$ cat src/rtl/wb_host_pkg.sv
`default_nettype none
// ------------------------------------------------------------------
// wb_host_pkg : shared types and constants for the Wishbone host master
// Revision 1.0
// ------------------------------------------------------------------
package wb_host_pkg;

   typedef enum logic [2:0] {
      IDLE    = 3'd0,
      WR_DATA = 3'd1,
      WR_BUS  = 3'd2,
      RD_BUS  = 3'd3,
      RD_HOLD = 3'd4,
      DONE    = 3'd5
   } state_e;

   localparam int   SLAVE_SEL_MSB = 31;
   localparam int   SLAVE_SEL_LSB = 24;
   localparam int   OFFSET_W      = 24;
   localparam logic RSP_OK        = 1'b0;
   localparam logic RSP_TIMEOUT   = 1'b1;

   // Offset wraps inside its own field; the slave select never changes.
   function automatic logic [31:0] next_adr(input logic [31:0] adr);
      logic [OFFSET_W-1:0] off;
      off = adr[OFFSET_W-1:0] + OFFSET_W'(1);
      return {adr[SLAVE_SEL_MSB:SLAVE_SEL_LSB], off};
   endfunction

endpackage
`default_nettype wire

$ cat src/rtl/wb_timeout_counter.sv
`default_nettype none
// ------------------------------------------------------------------
// wb_timeout_counter : counts un-acked strobe cycles, flags the limit
// Revision 1.0
// ------------------------------------------------------------------
module wb_timeout_counter #(
   parameter logic [15:0] TIMEOUT = 16'd1000
) (
   input  logic clk,
   input  logic rst,
   input  logic clr_i,
   input  logic en_i,
   output logic expire_o
);

   logic [15:0] cnt_q;
   logic [15:0] cnt_d;

   always_comb begin
      cnt_d = cnt_q;
      if (clr_i) begin
         cnt_d = '0;
      end else if (en_i) begin
         cnt_d = cnt_q + 16'd1;
      end
   end

   always_ff @(posedge clk or posedge rst) begin
      if (rst) begin
         cnt_q <= '0;
      end else begin
         cnt_q <= cnt_d;
      end
   end

   // Fires during the TIMEOUT-th un-acked strobe cycle.
   assign expire_o = en_i && (cnt_q >= (TIMEOUT - 16'd1));

endmodule
`default_nettype wire

$ cat src/rtl/wb_host_master.sv
`default_nettype none
// ------------------------------------------------------------------
// wb_host_master : host command to sequential Wishbone classic cycles
// Revision 1.0
// ------------------------------------------------------------------
module wb_host_master
   import wb_host_pkg::*;
#(
   parameter logic [15:0] TIMEOUT = 16'd1000,
   parameter int          CNT_W   = 16
) (
   input  logic             clk,
   input  logic             rst,
   input  logic             i_cmd_stb,
   output logic             o_cmd_rdy,
   input  logic             i_cmd_wr,
   input  logic [31:0]      i_cmd_adr,
   input  logic [CNT_W-1:0] i_cmd_len,
   input  logic             i_wr_stb,
   input  logic [31:0]      i_wr_dat,
   output logic             o_wr_rdy,
   output logic             o_rd_stb,
   output logic [31:0]      o_rd_dat,
   input  logic             i_rd_rdy,
   output logic             o_rsp_stb,
   output logic             o_rsp_err,
   output logic [CNT_W-1:0] o_rsp_cnt,
   output logic             o_int_stb,
   output logic             o_m_we,
   output logic             o_m_stb,
   output logic             o_m_cyc,
   output logic [3:0]       o_m_sel,
   output logic [31:0]      o_m_adr,
   output logic [31:0]      o_m_dat,
   input  logic [31:0]      i_m_dat,
   input  logic             i_m_ack,
   input  logic             i_m_int
);

   state_e           state_q;
   logic [CNT_W-1:0] len_q, cnt_q, cnt_d, rsp_cnt_q;
   logic [31:0]      adr_q, m_dat_q, rd_dat_q;
   logic             err_q, cmd_rdy_q, wr_rdy_q, rd_stb_q;
   logic             rsp_stb_q, rsp_err_q;
   logic             m_cyc_q, m_stb_q, m_we_q;
   logic [3:0]       m_sel_q;
   logic             int_q;
   logic             bus_st, tmo_clr, tmo_en, tmo_expire;

   assign cnt_d   = cnt_q + CNT_W'(1);
   assign bus_st  = (state_q == WR_BUS) || (state_q == RD_BUS);
   assign tmo_clr = bus_st && !m_stb_q;
   assign tmo_en  = m_stb_q && !i_m_ack;

   wb_timeout_counter #(.TIMEOUT(TIMEOUT)) u_tmo (
      .clk      (clk),
      .rst      (rst),
      .clr_i    (tmo_clr),
      .en_i     (tmo_en),
      .expire_o (tmo_expire)
   );

   always_ff @(posedge clk or posedge rst) begin
      if (rst) begin
         state_q   <= IDLE;
         len_q     <= '0;
         cnt_q     <= '0;
         rsp_cnt_q <= '0;
         adr_q     <= '0;
         m_dat_q   <= '0;
         rd_dat_q  <= '0;
         err_q     <= RSP_OK;
         cmd_rdy_q <= 1'b0;
         wr_rdy_q  <= 1'b0;
         rd_stb_q  <= 1'b0;
         rsp_stb_q <= 1'b0;
         rsp_err_q <= 1'b0;
         m_cyc_q   <= 1'b0;
         m_stb_q   <= 1'b0;
         m_we_q    <= 1'b0;
         m_sel_q   <= 4'h0;
      end else begin
         rsp_stb_q <= 1'b0;
         case (state_q)
            IDLE: begin
               if (i_cmd_stb && cmd_rdy_q) begin
                  cmd_rdy_q <= 1'b0;
                  adr_q     <= i_cmd_adr;
                  len_q     <= i_cmd_len;
                  cnt_q     <= '0;
                  err_q     <= RSP_OK;
                  if (i_cmd_len == '0) begin
                     state_q <= DONE;
                  end else if (i_cmd_wr) begin
                     state_q  <= WR_DATA;
                     wr_rdy_q <= 1'b1;
                  end else begin
                     state_q <= RD_BUS;
                  end
               end else begin
                  cmd_rdy_q <= 1'b1;
               end
            end
            WR_DATA: begin
               if (i_wr_stb && wr_rdy_q) begin
                  wr_rdy_q <= 1'b0;
                  m_dat_q  <= i_wr_dat;
                  state_q  <= WR_BUS;
               end
            end
            WR_BUS, RD_BUS: begin
               // First cycle in a bus state only raises the strobe.
               if (!m_stb_q) begin
                  m_cyc_q <= 1'b1;
                  m_stb_q <= 1'b1;
                  m_we_q  <= (state_q == WR_BUS);
                  m_sel_q <= 4'hF;
               end else if (i_m_ack) begin
                  m_cyc_q <= 1'b0;
                  m_stb_q <= 1'b0;
                  m_we_q  <= 1'b0;
                  m_sel_q <= 4'h0;
                  adr_q   <= next_adr(adr_q);
                  if (state_q == WR_BUS) begin
                     cnt_q <= cnt_d;
                     if (cnt_d == len_q) begin
                        state_q <= DONE;
                     end else begin
                        state_q  <= WR_DATA;
                        wr_rdy_q <= 1'b1;
                     end
                  end else begin
                     rd_dat_q <= i_m_dat;
                     rd_stb_q <= 1'b1;
                     state_q  <= RD_HOLD;
                  end
               end else if (tmo_expire) begin
                  m_cyc_q <= 1'b0;
                  m_stb_q <= 1'b0;
                  m_we_q  <= 1'b0;
                  m_sel_q <= 4'h0;
                  err_q   <= RSP_TIMEOUT;
                  state_q <= DONE;
               end
            end
            RD_HOLD: begin
               if (i_rd_rdy) begin
                  rd_stb_q <= 1'b0;
                  cnt_q    <= cnt_d;
                  state_q  <= (cnt_d == len_q) ? DONE : RD_BUS;
               end
            end
            DONE: begin
               rsp_stb_q <= 1'b1;
               rsp_err_q <= err_q;
               rsp_cnt_q <= cnt_q;
               cmd_rdy_q <= 1'b1;
               state_q   <= IDLE;
            end
            default: state_q <= IDLE;
         endcase
      end
   end

   always_ff @(posedge clk or posedge rst) begin
      if (rst) begin
         int_q <= 1'b0;
      end else begin
         int_q <= i_m_int;
      end
   end

   assign o_int_stb = i_m_int & ~int_q;
   assign o_cmd_rdy = cmd_rdy_q;
   assign o_wr_rdy  = wr_rdy_q;
   assign o_rd_stb  = rd_stb_q;
   assign o_rd_dat  = rd_dat_q;
   assign o_rsp_stb = rsp_stb_q;
   assign o_rsp_err = rsp_err_q;
   assign o_rsp_cnt = rsp_cnt_q;
   assign o_m_we    = m_we_q;
   assign o_m_stb   = m_stb_q;
   assign o_m_cyc   = m_cyc_q;
   assign o_m_sel   = m_sel_q;
   assign o_m_adr   = adr_q;
   assign o_m_dat   = m_dat_q;

endmodule
`default_nettype wire

$ cat config.mk
export PLATFORM = sky130hd
export DESIGN_NAME = wb_host_master
export DESIGN_NICKNAME = d
export VERILOG_FILES = /design/src/rtl/wb_host_pkg.sv /design/src/rtl/wb_timeout_counter.sv /design/src/rtl/wb_host_master.sv
export SDC_FILE = /design/constraint.sdc
export NUM_CORES = 1
export LEC_CHECK = 0
export CAP_MARGIN = 5
export CORE_MARGIN = 3
export CORE_UTILIZATION = 43
export DETAILED_ROUTE_END_ITERATION = 16
export PLACE_DENSITY = 0.77
export SLEW_MARGIN = 5
export SYNTH_ARGS = -nofsm -noshare
export SYNTH_HDL_FRONTEND = slang
export SYNTH_SLANG_ARGS = --single-unit
$ cat constraint.sdc
create_clock -name clk -period 5.88 [get_ports clk]
set_input_delay 0.882 -clock clk [delete_from_list [all_inputs] [get_ports clk]]
set_output_delay 0.882 -clock clk [all_outputs]
set_load 0.01 [all_outputs]
# ---- Yosys cells after proc, flatten, opt, wreduce, memory -nomap -nowiden
# Index checks and enable logic that the tools add are counted.
dict set report word_totals {
  regBits 177
  in_bits 120
  out_inout_bits 125
}
dict set report op_classes {
  add_sub_neg 3
  magnitude_cmp 1
  n_eq_ne 20
  muxes 56
  n_bitwise 4
  reduce_logical 28
}
# cell n
set op_table {}
lappend op_table {{$mux 16} 7}
lappend op_table {{$pmux 32 s2} 1}
lappend op_table {{$mux 24} 2}
lappend op_table {{$pmux 16 s3} 1}
lappend op_table {{$add 16x1->16 const B} 2}
lappend op_table {{$mux 32} 1}
lappend op_table {{$mux 3} 10}
lappend op_table {{$mux 1} 25}
lappend op_table {{$add 24x1->24 const B} 1}
lappend op_table {{$ne 2x2->1 const B} 12}
lappend op_table {{$eq 16x16->1} 1}
lappend op_table {{$ge 16x10->1 const B} 1}
lappend op_table {{$logic_not 16->1} 1}
lappend op_table {{$reduce_and 5->1} 3}
lappend op_table {{$mux 4} 3}
lappend op_table {{$pmux 3 s4} 1}
lappend op_table {{$reduce_and 9->1} 1}
lappend op_table {{$reduce_and 4->1} 2}
lappend op_table {{$reduce_bool 2->1} 4}
lappend op_table {{$eq 3x2->1 const B} 2}
lappend op_table {{$eq 3x3->1 const B} 2}
lappend op_table {{$pmux 1 s2} 3}
lappend op_table {{$reduce_and 2->1} 3}
lappend op_table {{$reduce_and 6->1} 1}
lappend op_table {{14 further kinds} 22}

# ---- Depth between registers and ports, before layout
# Gate-level depths: netlist of run 1.
dict set report depth {
  ltp_word 7
  ltp_mapped 9
  ltp_nobuf 7
}

# ---- Cells and area by module
# A second synthesis of run 1 with hierarchy kept.
dict set report hier_totals {
  cells_unflattened 787
  area_unflattened_um2 8380.5
}
# module instances cells_each area_each_um2
set modules_own_cells {}
lappend modules_own_cells {wb_host_master 1 699 7473.4}
lappend modules_own_cells {wb_timeout_counter 1 88 907.1}

# ---- Worst setup path before layout of run 1
# OpenSTA, ideal clock, no wires.
dict set report synth_path {
  path_kind {input-to-reg}
  from {in i_m_ack}
  to {reg cnt_q[15]}
  arrival_time_ns 1.976
  t_required_ns 5.751
  setup_slack_ns 3.775
  cell_stages 6
  cell_sequence {and3_1 o31ai_2 or2_0 buf_2 buf_2 o21ai_0}
}
dict set report synth_via {
  elab_chain_cells 2
}
# item line_no
set synth_lines {}
lappend synth_lines {{from (decl)} wb_host_master.sv:36} ;# input logic i_m_ack,
lappend synth_lines {{$ne 2x2->1 (no source line)} --}
lappend synth_lines {{$reduce_and 6->1 (no source line)} --}
lappend synth_lines {{to (signal assigned)} wb_host_master.sv:125} ;# cnt_q <= cnt_d;
lappend synth_lines {{to (signal assigned)} wb_host_master.sv:149} ;# cnt_q <= cnt_d;
lappend synth_lines {{to (decl)} wb_host_master.sv:41} ;# logic [CNT_W-1:0] len_q, cnt_q, cnt_d, rsp_cnt_q;
# Every way passes these cells.
# A chain may end at the register's enable or synchronous reset.

# ---- Worst setup path after layout of run 1
# Ends and elaborated chain as after synthesis.

==> results of run 1 <==
[placed cells by master, fill, tap and decap left out, drive strengths merged, types with 5 or more instances in the layout]
cell / netlist / routed
xnor2: 13 / 13
nor2: 51 / 51
o21ai: 62 / 62
a31oi: 7 / 7
o22ai: 11 / 11
clkbuf: 22 / 18
nand3: 32 / 32
a21oi: 52 / 52
buf: 30 / 7
and3: 13 / 13
nand2: 74 / 74
nor3: 7 / 7
inv: 7 / 14
o31ai: 12 / 12
nor2b: 6 / 6
o211ai: 5 / 5
clkinvlp: 0 / 5
nand2b: 5 / 5
a2bb2oi: 7 / 7
nand4: 12 / 12
nor4: 10 / 10
xor2: 12 / 12
a211oi: 5 / 5
mux2: 96 / 96
dfrtp: 173 / 173
clkdlybuf4s50: 0 / 244
[sequential cells by signal, indices dropped and copies added (netlist names), 3 cells and up]
name         cells
o_m_dat         32
cnt_q           16
state_q          3
o_rd_dat        32
u_tmo.cnt_q     16
len_q           16
o_rsp_cnt       16
o_m_adr         32
[synthesized netlist by cell type, drive strengths merged, types with 2 or more instances]
cell / count / share of area
o41ai: 4 / 0.0043
nor4: 10 / 0.0091
dfrtp: 173 / 0.53
o32ai: 2 / 0.0021
mux2: 96 / 0.13
ha: 3 / 0.0046
xor2: 12 / 0.013
o21ai: 62 / 0.038
xnor2: 13 / 0.014
or2b: 4 / 0.0037
a22oi: 2 / 0.0018
a21oi: 52 / 0.032
and4: 3 / 0.0032
and3: 13 / 0.0099
or2: 4 / 0.0030
nor2: 51 / 0.023
nand4: 12 / 0.0099
o211ai: 5 / 0.0046
o22a: 2 / 0.0021
a21o: 3 / 0.0027
o31ai: 12 / 0.012
clkbuf: 22 / 0.010
nor2b: 6 / 0.0046
o2bb2ai: 2 / 0.0021
o2111ai: 2 / 0.0021
nor3: 7 / 0.0043
inv: 7 / 0.0032
a31oi: 7 / 0.0053
a211oi: 5 / 0.0052
and2: 2 / 0.0015
a2bb2oi: 7 / 0.0075
buf: 30 / 0.022
or3: 2 / 0.0015
nand2b: 5 / 0.0038
o22ai: 11 / 0.0084
nand3: 32 / 0.019
nand2: 74 / 0.034
[power breakdown]
group          leakage [nW]  switching (mW)  internal [mW]
Sequential             2.17           0.389           1.64
Combinational          2.27            1.05           1.28
Clock                 0.263           0.518          0.569
Total                  4.70            1.96           3.49
[metal layers]
metal  part of all wire  up-vias
met5                  0        -
met4             0.0092        0
met3              0.060       14
met2               0.49      204
met1               0.44     3386
li1                   -     3226
[worst max-delay path: cells and delay by family]
kind | cells | cell delay, ps
compound gates | 2 | 1070
buf+inv | 1 | 550
simple gates | 2 | 970
[cells by family after synthesis]
group | after synthesis | share of synthesized area
AOI/OAI and AO/OA | 184 | 0.137
DFF | 173 | 0.527
xor gates and xnor gates | 25 | 0.0267
muxes | 97 | 0.133
buffers and inverters | 59 | 0.0349
and+or+nand+nor | 231 | 0.137
adders and majority gates | 3 | 0.00457
[layout make-up]
cell class              instances  share of cell area
multi-input cells             540               0.319
repair buffers                251               0.220
flip-flops and latches        173               0.382
clock buffers                  18              0.0388
clock inverters                14              0.0112
inverters                       7             0.00276
well taps                     229              0.0253
[worst max-delay path by stage]
stage               startpoint               endpoint  slack [ps]  cells past startpoint
detailed placement     i_m_ack   cnt_q[2]$_DFFE_PP0P_        2270                      5
global placement       i_m_ack  cnt_q[15]$_DFFE_PP0P_        2290                      5
floorplan                  rst   cnt_q[0]$_DFFE_PP0P_         310                      1
CTS                    i_m_ack  cnt_q[15]$_DFFE_PP0P_        2720                      5
global route           i_m_ack   cnt_q[2]$_DFFE_PP0P_        2410                      5
finish                 i_m_ack  cnt_q[15]$_DFFE_PP0P_        2660                      5
==> results.py, run 1 <==
metrics = {
    "outcome": {
        "status": "finished, final reports clean",
    },
    "yosys": {
        "ys_seq_elements": 173,
        "synthArstFlopShare": 1.00,
        "ys_seq_area_frac": 0.527,
        "synth_area_mm2": 0.00821,
        "yosysWarnings": 0,
        "syn_avg_cell_area_um2": 10.6,
        "ys_types": 59,
        "syn_nets": 895,
        "ys.flop_type": "dfrtp_1",
        "synth_cells": 772,
        "synth_edf_count": 0,
    },
    "sta": {
        "fmax_ghz": 0.310,
        "setup_tns_ps": 0,
        "fin_hold_ws_ps": 484,
        "drv_slew": 0,
        "setup_viol": 0,
        "worst_clock_skew_ps": 10.4,
        "finalHoldViolCount": 0,
        "worstMarginPinSlew_ps": 1150,
        "finalCritPeriodShare": 0.548,
        "relSlewSlack": 0.233,
        "worst_slack_ps": 2660,
        "finalCriticalPeriod_ps": 3220,
        "rsz0062_at_grt": "no",
    },
    "routing": {
        "drt.antenna.violating_nets": 0,
        "first_pass_iters": 5,
        "wl_per_cell_um": 18.1,
        "drc": 0,
        "vias": 6830,
        "totalWireLength_um": 22300,
        "viasPerCell": 5.54,
        "drt_iter0_drc": 371,
    },
    "power": {
        "finalPower_mw": 5.45,
        "p_leak_nw": 4.70,
        "powerDensity_mw_per_mm2": 481,
        "peakVddDrop_mv": 0.271,
    },
    "placed_design": {
        "place_ws_ps": 2270,
        "dp.cells": 1200,
        "dp_hpwl_um": 16000,
        "io_buffers": 244,
        "post_dp_cell_area_mm2": 0.0108,
        "place_congestion": 0.900,
    },
    "cts": {
        "numCtsBuffers": 17,
        "clkSinkCount": 173,
        "cts-resized-gates": 0,
        "cts_max_path_buffers": 2,
        "clkLatencyLatePin_ps": 420,
        "path_clk_slew_ps": 70,
        "cts_hold_buf": 0,
        "cts_tree": "done",
        "ctsRootBufferMaster": "clkbuf_16",
        "cts_htree_levels": 4,
        "post_cts_buffers": 0,
    },
    "grt": {
        "antenna_found_initial": 0,
        "grt-busiest-layer": "met2",
        "track_usage": 0.209,
        "grt_max_degree": 94,
        "grt-ovfl-total": 0,
        "met2_usage": 0.335,
        "grt_pass1_wl_um": 34600,
        "grtUsageMet3": 0.0529,
        "grt_pass1_vias": 6451,
        "met1_usage": 0.294,
    },
    "setup_path": {
        "r2r_end": "cnt_q[15]$_DFFE_PP0P_",
        "worstPathMaxFanout": 19,
        "arrival_ps": 3480,
        "critPathCaptureType": "flop",
        "ff2ff_setup_slack_ps": 3000,
        "reg2reg_from": "state_q[0]$_DFFE_PP0P_",
        "cp.required_ps": 6140,
        "path_cells": "clkdlybuf4s50_1 -> and3_1 -> o31ai_2 -> or2_0 -> o21ai_0",
        "start_kind": "input pin",
        "worst-setup-path-type": "in -> reg",
        "cp_slowest_cell": "o31ai_2",
        "rr_worst_depth": 5,
        "slowest_delay_ps": 870,
    },
    "flow_run": {
        "drv_cap": 0,
    },
    "final_layout": {
        "fin_area_mm2": 0.0113,
        "instances_no_fill": 1232,
        "nets": 1113,
        "antenna_cells": 0,
        "fillers": 1500,
        "seqCellArea_mm2": 0.00433,
        "multiInputGateArea_mm2": 0.00361,
        "final_util": 0.618,
        "layout-drive-gt1-share": 0.149,
        "area_growth_pct": 37.8,
    },
    "floorplan": {
        "ios": 245,
        "core_mm2": 0.0183,
        "initial_utilization": 0.448,
        "fp.dieW_um": 144,
        "chipHeight_um": 144,
        "die_area_mm2": 0.0208,
        "num_rows": 49,
    },
    "min_path": {
        "hold_end": "o_m_adr[27]$_DFFE_PP0P_",
        "hold_depth": 2,
        "hp-start": "o_m_adr[27]$_DFFE_PP0P_",
        "hold_path_class": "reg -> reg",
    },
}
(Power assumes the default switching activity.)
==> run 2: changes to the inputs <==
clock period = 2.9 ns   (was 5.88 ns; I/O delays follow)
==> run 2 against run 1 <==
  * Critical path depth grew 2
  * First-iteration DRC count shrank 12%
  * Combinational power grew 110%
  * Hold slack lost 94 ps
  * Largest power group unchanged
  * Critical endpoint is now o_wr_rdy$_DFFE_PP0P_
  * Die area is the same
  * Clock skew is essentially flat
  * Highest routed layer unchanged
==> results.py, run 2 (same netlist as run 1, synthesis figures left out) <==
metrics = {
    "final_layout": {
        "instances_no_fill": 1245,
        "area_growth_pct": 39.7,
        "mostFrequentLayoutCells": "clkdlybuf4s50_1, dfrtp_1, mux2_2",
        "final_util": 0.626,
        "layout-drive-gt1-share": 0.159,
        "fin_area_mm2": 0.0115,
        "layout_commonest_cell": "clkdlybuf4s50_1",
        "antenna_cells": 0,
        "nets": 1126,
        "fillers": 1510,
    },
    "power": {
        "powerDensity_mw_per_mm2": 977,
        "p_sw_mw": 4.00,
        "peakVddDrop_mv": 0.569,
        "finalPower_mw": 11.2,
        "clock_power_share": 0.205,
        "p_int_mw": 7.21,
        "switching_share": 0.357,
        "combPwrFrac": 0.433,
        "p_leak_nw": 4.79,
        "seq_power_share": 0.363,
    },
    "routing": {
        "wl_met3_um": 1120,
        "drt.antenna.violating_nets": 0,
        "vias": 6733,
        "wl_met1_um": 9720,
        "wl_met2_um": 10800,
        "highest_layer": "met4",
        "totalWireLength_um": 21900,
        "drc": 0,
        "viasPerCell": 5.41,
        "wl_per_cell_um": 17.6,
        "first_pass_iters": 5,
        "drt_iter0_drc": 325,
    },
    "floorplan": {
        "initial_utilization": 0.448,
        "ios": 245,
        "fp.dieW_um": 144,
        "num_rows": 49,
        "die_area_mm2": 0.0208,
        "core_mm2": 0.0183,
        "chipHeight_um": 144,
    },
    "setup_path": {
        "reg2reg_from": "cnt_q[1]$_DFFE_PP0P_",
        "cp_num_buf_inv": 0,
        "rr_worst_depth": 7,
        "cp_slowest_cell": "nor4_2",
        "start_kind": "flop",
        "slowest_delay_ps": 500,
        "arrival_ps": 2900,
        "cpLargestDelayFamily": "simple AND/OR/NAND/NOR gates",
        "cp.required_ps": 3180,
        "worst-setup-path-type": "reg -> reg",
        "worstPathMaxFanout": 8,
        "r2r_end": "o_wr_rdy$_DFFE_PP0P_",
        "path_cells": "ha_1 -> and3_1 -> nand3_1 -> o21ai_0 -> o2111ai_1 -> nor4_2 -> a21oi_1",
        "critPathCaptureType": "flop",
        "ff2ff_setup_slack_ps": 280,
    },
    "cts": {
        "cts_hold_buf": 0,
        "cts_max_path_buffers": 2,
        "numCtsBuffers": 17,
        "cts_htree_levels": 4,
        "post_cts_buffers": 0,
        "clkSinkCount": 173,
        "cts_tree": "done",
        "cts-resized-gates": 0,
        "clkLatencyLatePin_ps": 420,
        "path_clk_slew_ps": 70,
        "ctsRootBufferMaster": "clkbuf_16",
    },
    "sta": {
        "setup_tns_ps": 0,
        "worst_clock_skew_ps": 10.2,
        "worstMarginPinSlew_ps": 864,
        "rsz0062_at_grt": "no",
        "finalHoldViolCount": 0,
        "setup_viol": 0,
        "worst_slack_ps": 279,
        "fin_hold_ws_ps": 389,
        "drv_slew": 0,
        "relSlewSlack": 0.424,
        "finalCritPeriodShare": 0.904,
        "finalCriticalPeriod_ps": 2620,
        "fmax_ghz": 0.381,
    },
    "placed_design": {
        "post_dp_cell_area_mm2": 0.0109,
        "dp_hpwl_um": 16300,
        "place_congestion": 0.931,
        "io_buffers": 244,
        "dp.cells": 1213,
        "place_ws_ps": 311,
    },
    "grt": {
        "grt_max_degree": 50,
        "grt_pass1_wl_um": 34600,
        "track_usage": 0.208,
        "grt-ovfl-total": 0,
        "grt_pass1_vias": 6660,
        "antenna_found_initial": 0,
    },
    "outcome": {
        "status": "finished, final reports clean",
    },
    "flow_run": {
        "drv_cap": 0,
    },
    "min_path": {
        "hold_path_class": "in -> async",
    },
}
-- run 2: metal layers --
layer  track usage  up-vias
met3        0.0509       17
met5             0        -
met4        0.0383        0
li1              -     3242
met2         0.342      179
met1         0.286     3295
-- run 2: worst max path at each step --
stage,cells past startpoint,start,to
final,7,cnt_q[1]$_DFFE_PP0P_,o_wr_rdy$_DFFE_PP0P_
after detailed placement,5,i_m_ack,cnt_q[2]$_DFFE_PP0P_
after CTS,7,cnt_q[1]$_DFFE_PP0P_,state_q[1]$_DFFE_PP0P_
after global placement,5,i_m_ack,cnt_q[2]$_DFFE_PP0P_
after floorplan,1,rst,cnt_q[0]$_DFFE_PP0P_
after global routing,7,cnt_q[1]$_DFFE_PP0P_,state_q[1]$_DFFE_PP0P_
-- run 2: power by group through the flow --
stage               clock network [mW]  registers, mW  logic [mW]
floorplan                            0           4.25        2.34
global placement                     0           4.05        4.82
detailed placement                   0           4.10        4.89
CTS                               2.36           4.06        4.91
global route                      2.47           4.19        5.30
finish                            2.30           4.06        4.85
-- run 2: cell type report --
type                    instances  area (um^2)  share of cell area
well taps                     229          287              0.0250
clock inverters                15          174              0.0152
flip-flops and latches        173         4330               0.377
repair buffers                264         2620               0.228
multi-input cells             540         3610               0.315
clock buffers                  17          425              0.0371
inverters                       7         30.0             0.00262
==> run 3: changes to the inputs <==
REMOVE_ABC_BUFFERS = 1   (was not set)
==> run 3 against run 2 <==
  * Critical path depth stayed put
  * Final cell count fell by 0.56%
  * Setup slack lost 46 ps
  * Utilization is 0.14 points lower
  * Clock power grew 5%
  * Register-to-register slack got worse by 50 ps
  * First-iteration DRC count is 55% higher
  * Clock skew up 0.91 ps
  * Hold slack worse by 14 ps
  * Global-route usage about the same
  * Critical path type unchanged
==> results.py, run 3 (same netlist as run 1, synthesis figures left out) <==
metrics = {
    "outcome": {
        "status": "finished, final reports clean",
    },
    "final_layout": {
        "area_growth_pct": 39.4,
        "layout_commonest_cell": "clkdlybuf4s50_1",
        "fin_area_mm2": 0.0114,
        "antenna_cells": 0,
        "fillers": 1537,
        "nets": 1119,
        "mostFrequentLayoutCells": "clkdlybuf4s50_1, dfrtp_1, mux2_2",
        "layout-drive-gt1-share": 0.152,
    },
    "placed_design": {
        "io_buffers": 244,
        "place_congestion": 0.922,
        "post_dp_cell_area_mm2": 0.0108,
        "place_ws_ps": 288,
        "dp_hpwl_um": 15500,
    },
    "setup_path": {
        "cp.required_ps": 3250,
        "start_kind": "flop",
        "cp_num_buf_inv": 0,
        "critPathCaptureType": "flop",
        "cp_slowest_cell": "nor3_1",
        "path_cells": "ha_1 -> nand3_1 -> nor3_1 -> xnor2_1 -> o2111ai_1 -> nor4_2 -> o22a_1",
        "cpLargestDelayFamily": "simple AND/OR/NAND/NOR gates",
        "worstPathMaxFanout": 9,
        "worst-setup-path-type": "reg -> reg",
        "arrival_ps": 3020,
        "slowest_delay_ps": 570,
        "ff2ff_setup_slack_ps": 230,
    },
    "cts": {
        "ctsRootBufferMaster": "clkbuf_16",
        "post_cts_buffers": 0,
        "numCtsBuffers": 17,
        "clkSinkCount": 173,
        "cts_htree_levels": 4,
        "path_clk_slew_ps": 70,
        "cts_max_path_buffers": 2,
        "cts_hold_buf": 0,
        "cts-resized-gates": 0,
        "clkLatencyLatePin_ps": 420,
        "cts_tree": "done",
    },
    "grt": {
        "grt_pass1_wl_um": 34600,
        "grt_pass1_vias": 6805,
        "antenna_found_initial": 0,
        "track_usage": 0.208,
        "grt-ovfl-total": 0,
        "grt_max_degree": 73,
    },
    "floorplan": {
        "die_area_mm2": 0.0208,
        "ios": 245,
        "core_mm2": 0.0183,
        "fp.dieW_um": 144,
        "chipHeight_um": 144,
        "num_rows": 49,
        "initial_utilization": 0.448,
    },
    "routing": {
        "wl_per_cell_um": 17.4,
        "drt.antenna.violating_nets": 0,
        "first_pass_iters": 5,
        "totalWireLength_um": 21600,
        "drc": 0,
        "vias": 6724,
        "viasPerCell": 5.43,
        "drt_iter0_drc": 504,
    },
    "sta": {
        "worst_slack_ps": 232,
        "relSlewSlack": 0.418,
        "setup_viol": 0,
        "finalCriticalPeriod_ps": 2670,
        "worstMarginPinSlew_ps": 872,
        "rsz0062_at_grt": "no",
        "setup_tns_ps": 0,
        "worst_clock_skew_ps": 11.1,
        "finalHoldViolCount": 0,
        "drv_slew": 0,
        "fmax_ghz": 0.375,
        "finalCritPeriodShare": 0.920,
    },
    "power": {
        "p_leak_nw": 4.78,
        "powerDensity_mw_per_mm2": 986,
        "peakVddDrop_mv": 0.563,
    },
    "min_path": {
        "hold_path_class": "in -> async",
    },
    "flow_run": {
        "drv_cap": 0,
    },
}
## run 3: cell count changes in the layout (fill, tap and decap cells not counted), sizes merged
cell,delta
buf,-7
inv,-6
clkbuf,+4
bufinv,+3
clkinvlp,-3
clkinv,+2
## run 3: worst reg2reg max path, stage by stage (launching register included)
cell	delay (ps)
dfrtp_1	500
ha_1	340
nand3_1	200
nor3_1	570
xnor2_1	180
o2111ai_1	130
nor4_2	480
o22a_1	200
## run 3: final cells by class
class | count | area, um^2 | area share
clock buffers | 21 | 460 | 0.0402
clock inverters | 11 | 165 | 0.0144
inverters | 7 | 31.3 | 0.00273
multi-input cells | 540 | 3610 | 0.315
flip-flops and latches | 173 | 4330 | 0.378
well taps | 229 | 287 | 0.0250
repair buffers | 257 | 2560 | 0.224
## run 3: layer usage
layer,vias to the layer above,global-route usage,part of all wire
met4,0,0.0663,0.019
met2,214,0.360,0.51
met1,3252,0.259,0.41
met3,26,0.0483,0.057
met5,-,0,0
li1,3232,-,-
## run 3: final timing paths
path                       cells after the start                        end               startpoint
max reg2reg                                    7     state_q[2]$_DFFE_PP0P_     cnt_q[0]$_DFFE_PP0P_
min reg2reg                                    2    o_m_adr[28]$_DFFE_PP0P_  o_m_adr[28]$_DFFE_PP0P_
min                                            2     o_m_adr[6]$_DFFE_PP0P_                      rst
min in group clk                               1            int_q$_DFF_PP0_                  i_m_int
max in group asynchronous                      3  o_rsp_cnt[13]$_DFFE_PP0P_                      rst
max                                            7     state_q[2]$_DFFE_PP0P_     cnt_q[0]$_DFFE_PP0P_
## run 3: power by group
group | switching (mW) | internal, mW | total (mW)
registers | 0.772 | 3.33 | 4.10
logic | 2.14 | 2.63 | 4.77
clock network | 0.932 | 1.49 | 2.42
total | 3.85 | 7.44 | 11.3
## run 3: stage by stage
step                      cells  hold slack, ps  utilization  power (mW)
after detailed placement   1206             475        0.590        8.91
after global routing       1238             398        0.625        12.0
after CTS                  1238             375        0.625        11.4
after floorplan             720             439            -        6.44
after global placement     1206             462        0.590        8.78
final                      1238             375        0.625        11.3
